<file path="src/rtl/coin_acceptor.sv">
// Coin acceptor front end: synchronises the chute sensors and validates each pulse by its width.
// Accepted coins are queued and emitted as single-cycle codes, each followed by idle cycles.
module coin_acceptor #(
    parameter int MIN_PULSE  = 4,
    parameter int MAX_PULSE  = 64,
    parameter int FIFO_DEPTH = 4,
    parameter int GAP        = 1
) (
    input  logic       clk,
    input  logic       rst,
    input  logic       sense5,
    input  logic       sense10,
    input  logic       hold,
    output logic [1:0] coin,
    output logic       coin_rejected,
    output logic       fifo_full,
    output logic       busy
);
    localparam int CW = $clog2(MAX_PULSE + 2);
    localparam int AW = $clog2(FIFO_DEPTH);
    localparam int GW = $clog2(GAP + 1);

    typedef enum logic [1:0] {IDLE, MEASURE, WAIT_REL} state_t;

    logic [1:0]    s5_q, s10_q;
    logic          s5, s10;
    state_t        state_q, state_d;
    logic [1:0]    type_q, type_d;
    logic [CW-1:0] cnt_q, cnt_d;
    logic          rej_q, rej_d;
    logic          push, pop, full;
    logic          lat, oth;

    logic [1:0]    mem_q [FIFO_DEPTH];
    logic [AW-1:0] wr_q, rd_q;
    logic [AW:0]   occ_q;
    logic [1:0]    coin_q, coin_d;
    logic [GW-1:0] gap_q, gap_d;

    assign s5  = s5_q[1];
    assign s10 = s10_q[1];
    assign lat = (type_q == 2'b01) ? s5  : s10;
    assign oth = (type_q == 2'b01) ? s10 : s5;
    assign full = (occ_q == (AW+1)'(FIFO_DEPTH));

    always_comb begin
        state_d = state_q;
        type_d  = type_q;
        cnt_d   = cnt_q;
        rej_d   = 1'b0;
        push    = 1'b0;
        case (state_q)
            IDLE: begin
                if (s5 ^ s10) begin
                    state_d = MEASURE;
                    type_d  = s5 ? 2'b01 : 2'b10;
                    cnt_d   = CW'(1);
                end else if (s5 && s10) begin
                    state_d = WAIT_REL;
                end
            end
            MEASURE: begin
                if (oth) begin
                    state_d = WAIT_REL;
                end else if (lat) begin
                    // Saturate just past the limit; the pulse is already doomed.
                    if (cnt_q >= CW'(MAX_PULSE)) begin
                        cnt_d   = CW'(MAX_PULSE + 1);
                        state_d = WAIT_REL;
                    end else begin
                        cnt_d = cnt_q + CW'(1);
                    end
                end else begin
                    state_d = IDLE;
                    if (cnt_q >= CW'(MIN_PULSE) && cnt_q <= CW'(MAX_PULSE) && !full)
                        push = 1'b1;
                    else
                        rej_d = 1'b1;
                end
            end
            WAIT_REL: begin
                if (!s5 && !s10) begin
                    rej_d   = 1'b1;
                    state_d = IDLE;
                end
            end
            default: state_d = IDLE;
        endcase
    end

    // Emitter: gap_q counts the idle cycles owed after each code.
    always_comb begin
        pop    = (gap_q == '0) && (occ_q != '0) && !hold;
        coin_d = pop ? mem_q[rd_q] : 2'b00;
        gap_d  = pop ? GW'(GAP) : ((gap_q != '0) ? gap_q - GW'(1) : gap_q);
    end

    always_ff @(posedge clk) begin
        if (!rst) begin
            s5_q    <= '0;
            s10_q   <= '0;
            state_q <= IDLE;
            type_q  <= 2'b01;
            cnt_q   <= '0;
            rej_q   <= 1'b0;
            wr_q    <= '0;
            rd_q    <= '0;
            occ_q   <= '0;
            coin_q  <= 2'b00;
            gap_q   <= '0;
        end else begin
            s5_q    <= {s5_q[0], sense5};
            s10_q   <= {s10_q[0], sense10};
            state_q <= state_d;
            type_q  <= type_d;
            cnt_q   <= cnt_d;
            rej_q   <= rej_d;
            coin_q  <= coin_d;
            gap_q   <= gap_d;
            if (push) wr_q <= wr_q + AW'(1);
            if (pop)  rd_q <= rd_q + AW'(1);
            occ_q <= occ_q + (AW+1)'(push) - (AW+1)'(pop);
        end
    end

    always_ff @(posedge clk) begin
        if (push) mem_q[wr_q] <= type_q;
    end

    assign coin          = coin_q;
    assign coin_rejected = rej_q;
    assign fifo_full     = full;
    assign busy          = (state_q != IDLE);
endmodule

</file>
<file path="config.mk">
export PLATFORM = sky130hd
export DESIGN_NAME = coin_acceptor
export DESIGN_NICKNAME = d
export VERILOG_FILES = /design/src/rtl/coin_acceptor.sv
export SDC_FILE = /design/constraint.sdc
export NUM_CORES = 1
export LEC_CHECK = 0
export CORE_MARGIN = 1
export CORE_UTILIZATION = 30
export CTS_CLUSTER_SIZE = 16
export DETAILED_ROUTE_END_ITERATION = 8
export GPL_ROUTABILITY_DRIVEN = 1
export SLEW_MARGIN = 25
export SYNTH_ARGS = -nofsm -noshare
export SYNTH_HDL_FRONTEND = slang
export SYNTH_SLANG_ARGS = --single-unit
</file>
<file path="constraint.sdc">
create_clock -name clk -period 5.3 [get_ports clk]
set_input_delay 0.53 -clock clk [delete_from_list [all_inputs] [get_ports clk]]
set_output_delay 0.53 -clock clk [all_outputs]
set_load 0.05 [all_outputs]
</file>
==> impl_metrics.toml <==
[cts]
htreeDepth = 2
clockBufferDepth = 2
ctsResizeCount = 0
clk_latency_ps = 290
hold_buffers = 0
cts-buffers-inserted = 5
clkTransAtPathRegs_ps = 70
cts_tree = "built"
cts_setup_buffers = 0
cts_sinks = 34
cts-root-buf = "clkbuf_8"

[routing]
ant_nets = 0
wl_met2_um = 1100
routed-wl-met3_um = 80
top_layer = "met4"
drc_errors = 0
viasPerCell = 4.34
via_count = 1038
routed_wl_um = 2640
wire_per_inst_um = 11.1
wl_met1_um = 1380
drt_iter0_drc = 35
first_pass_iters = 4

[setup_path]
worstPathArrival_ps = 2830
endpoint_kind = "flop"
rr_worst_depth = 11
criticalPathCategory = "flop to flop"
timing.rr.start = "state_q[1]$_SDFFE_PN0P_"
worstSetupStartpoint = "state_q[1]$_SDFFE_PN0P_"
reg2reg_slack_ps = 2640
cp-start-kind = "flop"
cp-endpoint = "occ_q[2]$_SDFF_PN0_"
timing.rr.end = "occ_q[2]$_SDFF_PN0_"
path_max_fanout = 6
crit_required_ps = 5470

[synth]
ys_top_cells_by_area = "dfxtp_1, edfxtp_1, ha_1, nor2_1, inv_1"
synth_area_um2 = 1590
yosys-top-cells-count = "dfxtp_1, nor2_1, inv_1, ha_1, nand2_1"
synth_top_cell_by_area = "dfxtp_1"
ys_async_sr_fraction_pct = 0
avgSynthCellArea_um2 = 10.3
ys_seq_area_share_pct = 47.8
ys_types = 37
synth.top_cell.area_share_pct = 32.7
synth_most_common_cell = "dfxtp_1"
synth-main-ff-cell = "dfxtp_1"
synth_edf_count = 8
ys_warn_count = 0
synth_nets = 174
ys_ff_latch = 34
syn_inst = 155

[floorplan]
rows = 26
die_w_um = 74.8
dieHeight_um = 74.8
num_io_pins = 10
start_util_pct = 31.2
core_area_um2 = 5110
dieArea_um2 = 5600

[timing]
period_minus_slack_ps = 2660
clock_skew_ps = 3.63
slew_violations = 0
setup_viol = 0
worst_slack_ps = 2640
tightest_slew_ps = 625
rsz0062_at_grt = "no"
maxSlewHeadroom_pct = 57.9
hold_ws_ps = 433
min_period_over_period_pct = 50.2
tns_ps = 0
max_freq_ghz = 0.376
timing.final.hold_violations = 0

[power_and_ir_drop]
ir_drop_uv = 151
power.leakage_uw = 0.000714
p_per_area_nw_per_um2 = 362

[final_layout]
antenna-diode-count = 0
final_layout_size_suffix_gt1_share_pct = 8.28
syn_to_final_growth_pct = 15.6
final_nets = 187

[global_routing]
grt_usage_pct = 11.7
grt_first_pass_wirelength_um = 4690
antenna_found_initial = 0
gr-total-overflow = 0
grt_pass1_vias = 1005
grt_max_degree = 12

[placement]
place_ws_ps = 2580
globalplace.congestion = 0.752
io_buffer_count = 9
dpl.hpwl_um = 1860

[hold_path]
min_path_type = "flop to flop"

[run_status]
status = "finished, final reports clean"

[job]
drv_cap = 0
-- cell families (layout without fill, tap and decap cells) --
kind of cell / Yosys count / in the layout / synth area share (%)
mux: 6 / 6 / 5.42
fa+ha+maj: 14 / 14 / 11.5
buf+inv: 18 / 32 / 4.48
xor+xnor: 9 / 9 / 4.95
compound gates: 16 / 16 / 6.53
flops: 34 / 34 / 47.8
simple gates: 58 / 58 / 19.3
-- worst min-delay path by stage --
stage,start,end,slack (ps),depth (start not counted)
6_report,s5_q[0]$_SDFF_PN0_,s5_q[1]$_SDFF_PN0_,430,1
4_1_cts,s5_q[0]$_SDFF_PN0_,s5_q[1]$_SDFF_PN0_,440,1
5_1_grt,s10_q[0]$_SDFF_PN0_,s10_q[1]$_SDFF_PN0_,450,1
3_3_place_gp,s10_q[0]$_SDFF_PN0_,s10_q[1]$_SDFF_PN0_,420,1
3_5_place_dp,s5_q[0]$_SDFF_PN0_,s5_q[1]$_SDFF_PN0_,420,1
2_1_floorplan,s10_q[0]$_SDFF_PN0_,s10_q[1]$_SDFF_PN0_,410,1
-- stage by stage --
stage	total power [µW]	area, µm²	instances	util [%]
after floorplan	442	1590	155	-
after global placement	484	1750	231	34.3
after detailed placement	485	1750	231	34.3
after CTS	676	1840	239	36.0
after global routing	709	1840	239	36.0
final	666	1840	239	36.0
-- layout make-up --
type	instances	area, µm²
fill	517	3270
sequential	34	761
multi-input combinational	103	759
timing repair buffer	9	90.1
tap	70	87.6
clock buffer	5	68.8
inverter	15	56.3
clock inverter	3	16.3
-- state kept, by name (all words and copies together), names as in the netlist --
register,cells
mem_q,8
cnt_q,7
occ_q,3
coin,2
rd_q,2
s10_q,2
s5_q,2
state_q,2
type_q,2
wr_q,2
coin_rejected,1
gap_q,1
-- routing by layer --
metal / GRT usage [%] / vias up
met5: 0 / -
met1: 15.0 / 466
met2: 16.9 / 15
li1: - / 550
met3: 4.42 / 7
met4: 6.92 / 0
-- critical path, cell delays in order (launching register included) --
cell and delay (ps):
dfxtp_1 330, inv_1 80, ha_1 280, inv_1 120
nor4_1 470, and2_1 300, ha_1 180, inv_1 50
fa_1 370, xor2_1 170, xnor2_1 140, nor2_1 50
-- power by group --
| part | switching (µW) | total (µW) | internal [µW] |
|---|---|---|---|
| registers | 21.7 | 310 | 288 |
| logic | 95.5 | 168 | 72.4 |
| clock network | 97.9 | 188 | 89.9 |
| total | 215 | 666 | 451 |
-- placed cells by master (no fill, tap or decap), types with 3 or more instances in the layout --
master and n:
a21oi_1 7, and2_1 8, and3_1 5, clkbuf_8 5, clkdlybuf4s50_1 9, dfxtp_1 26
edfxtp_1 8, ha_1 13, inv_1 15, mux2i_1 3, nand2_1 9, nand3_1 4
nand4_1 3, nor2_1 16, xnor2_1 3, xor2_1 6
Note: power is estimated with default switching activity, not from simulation.
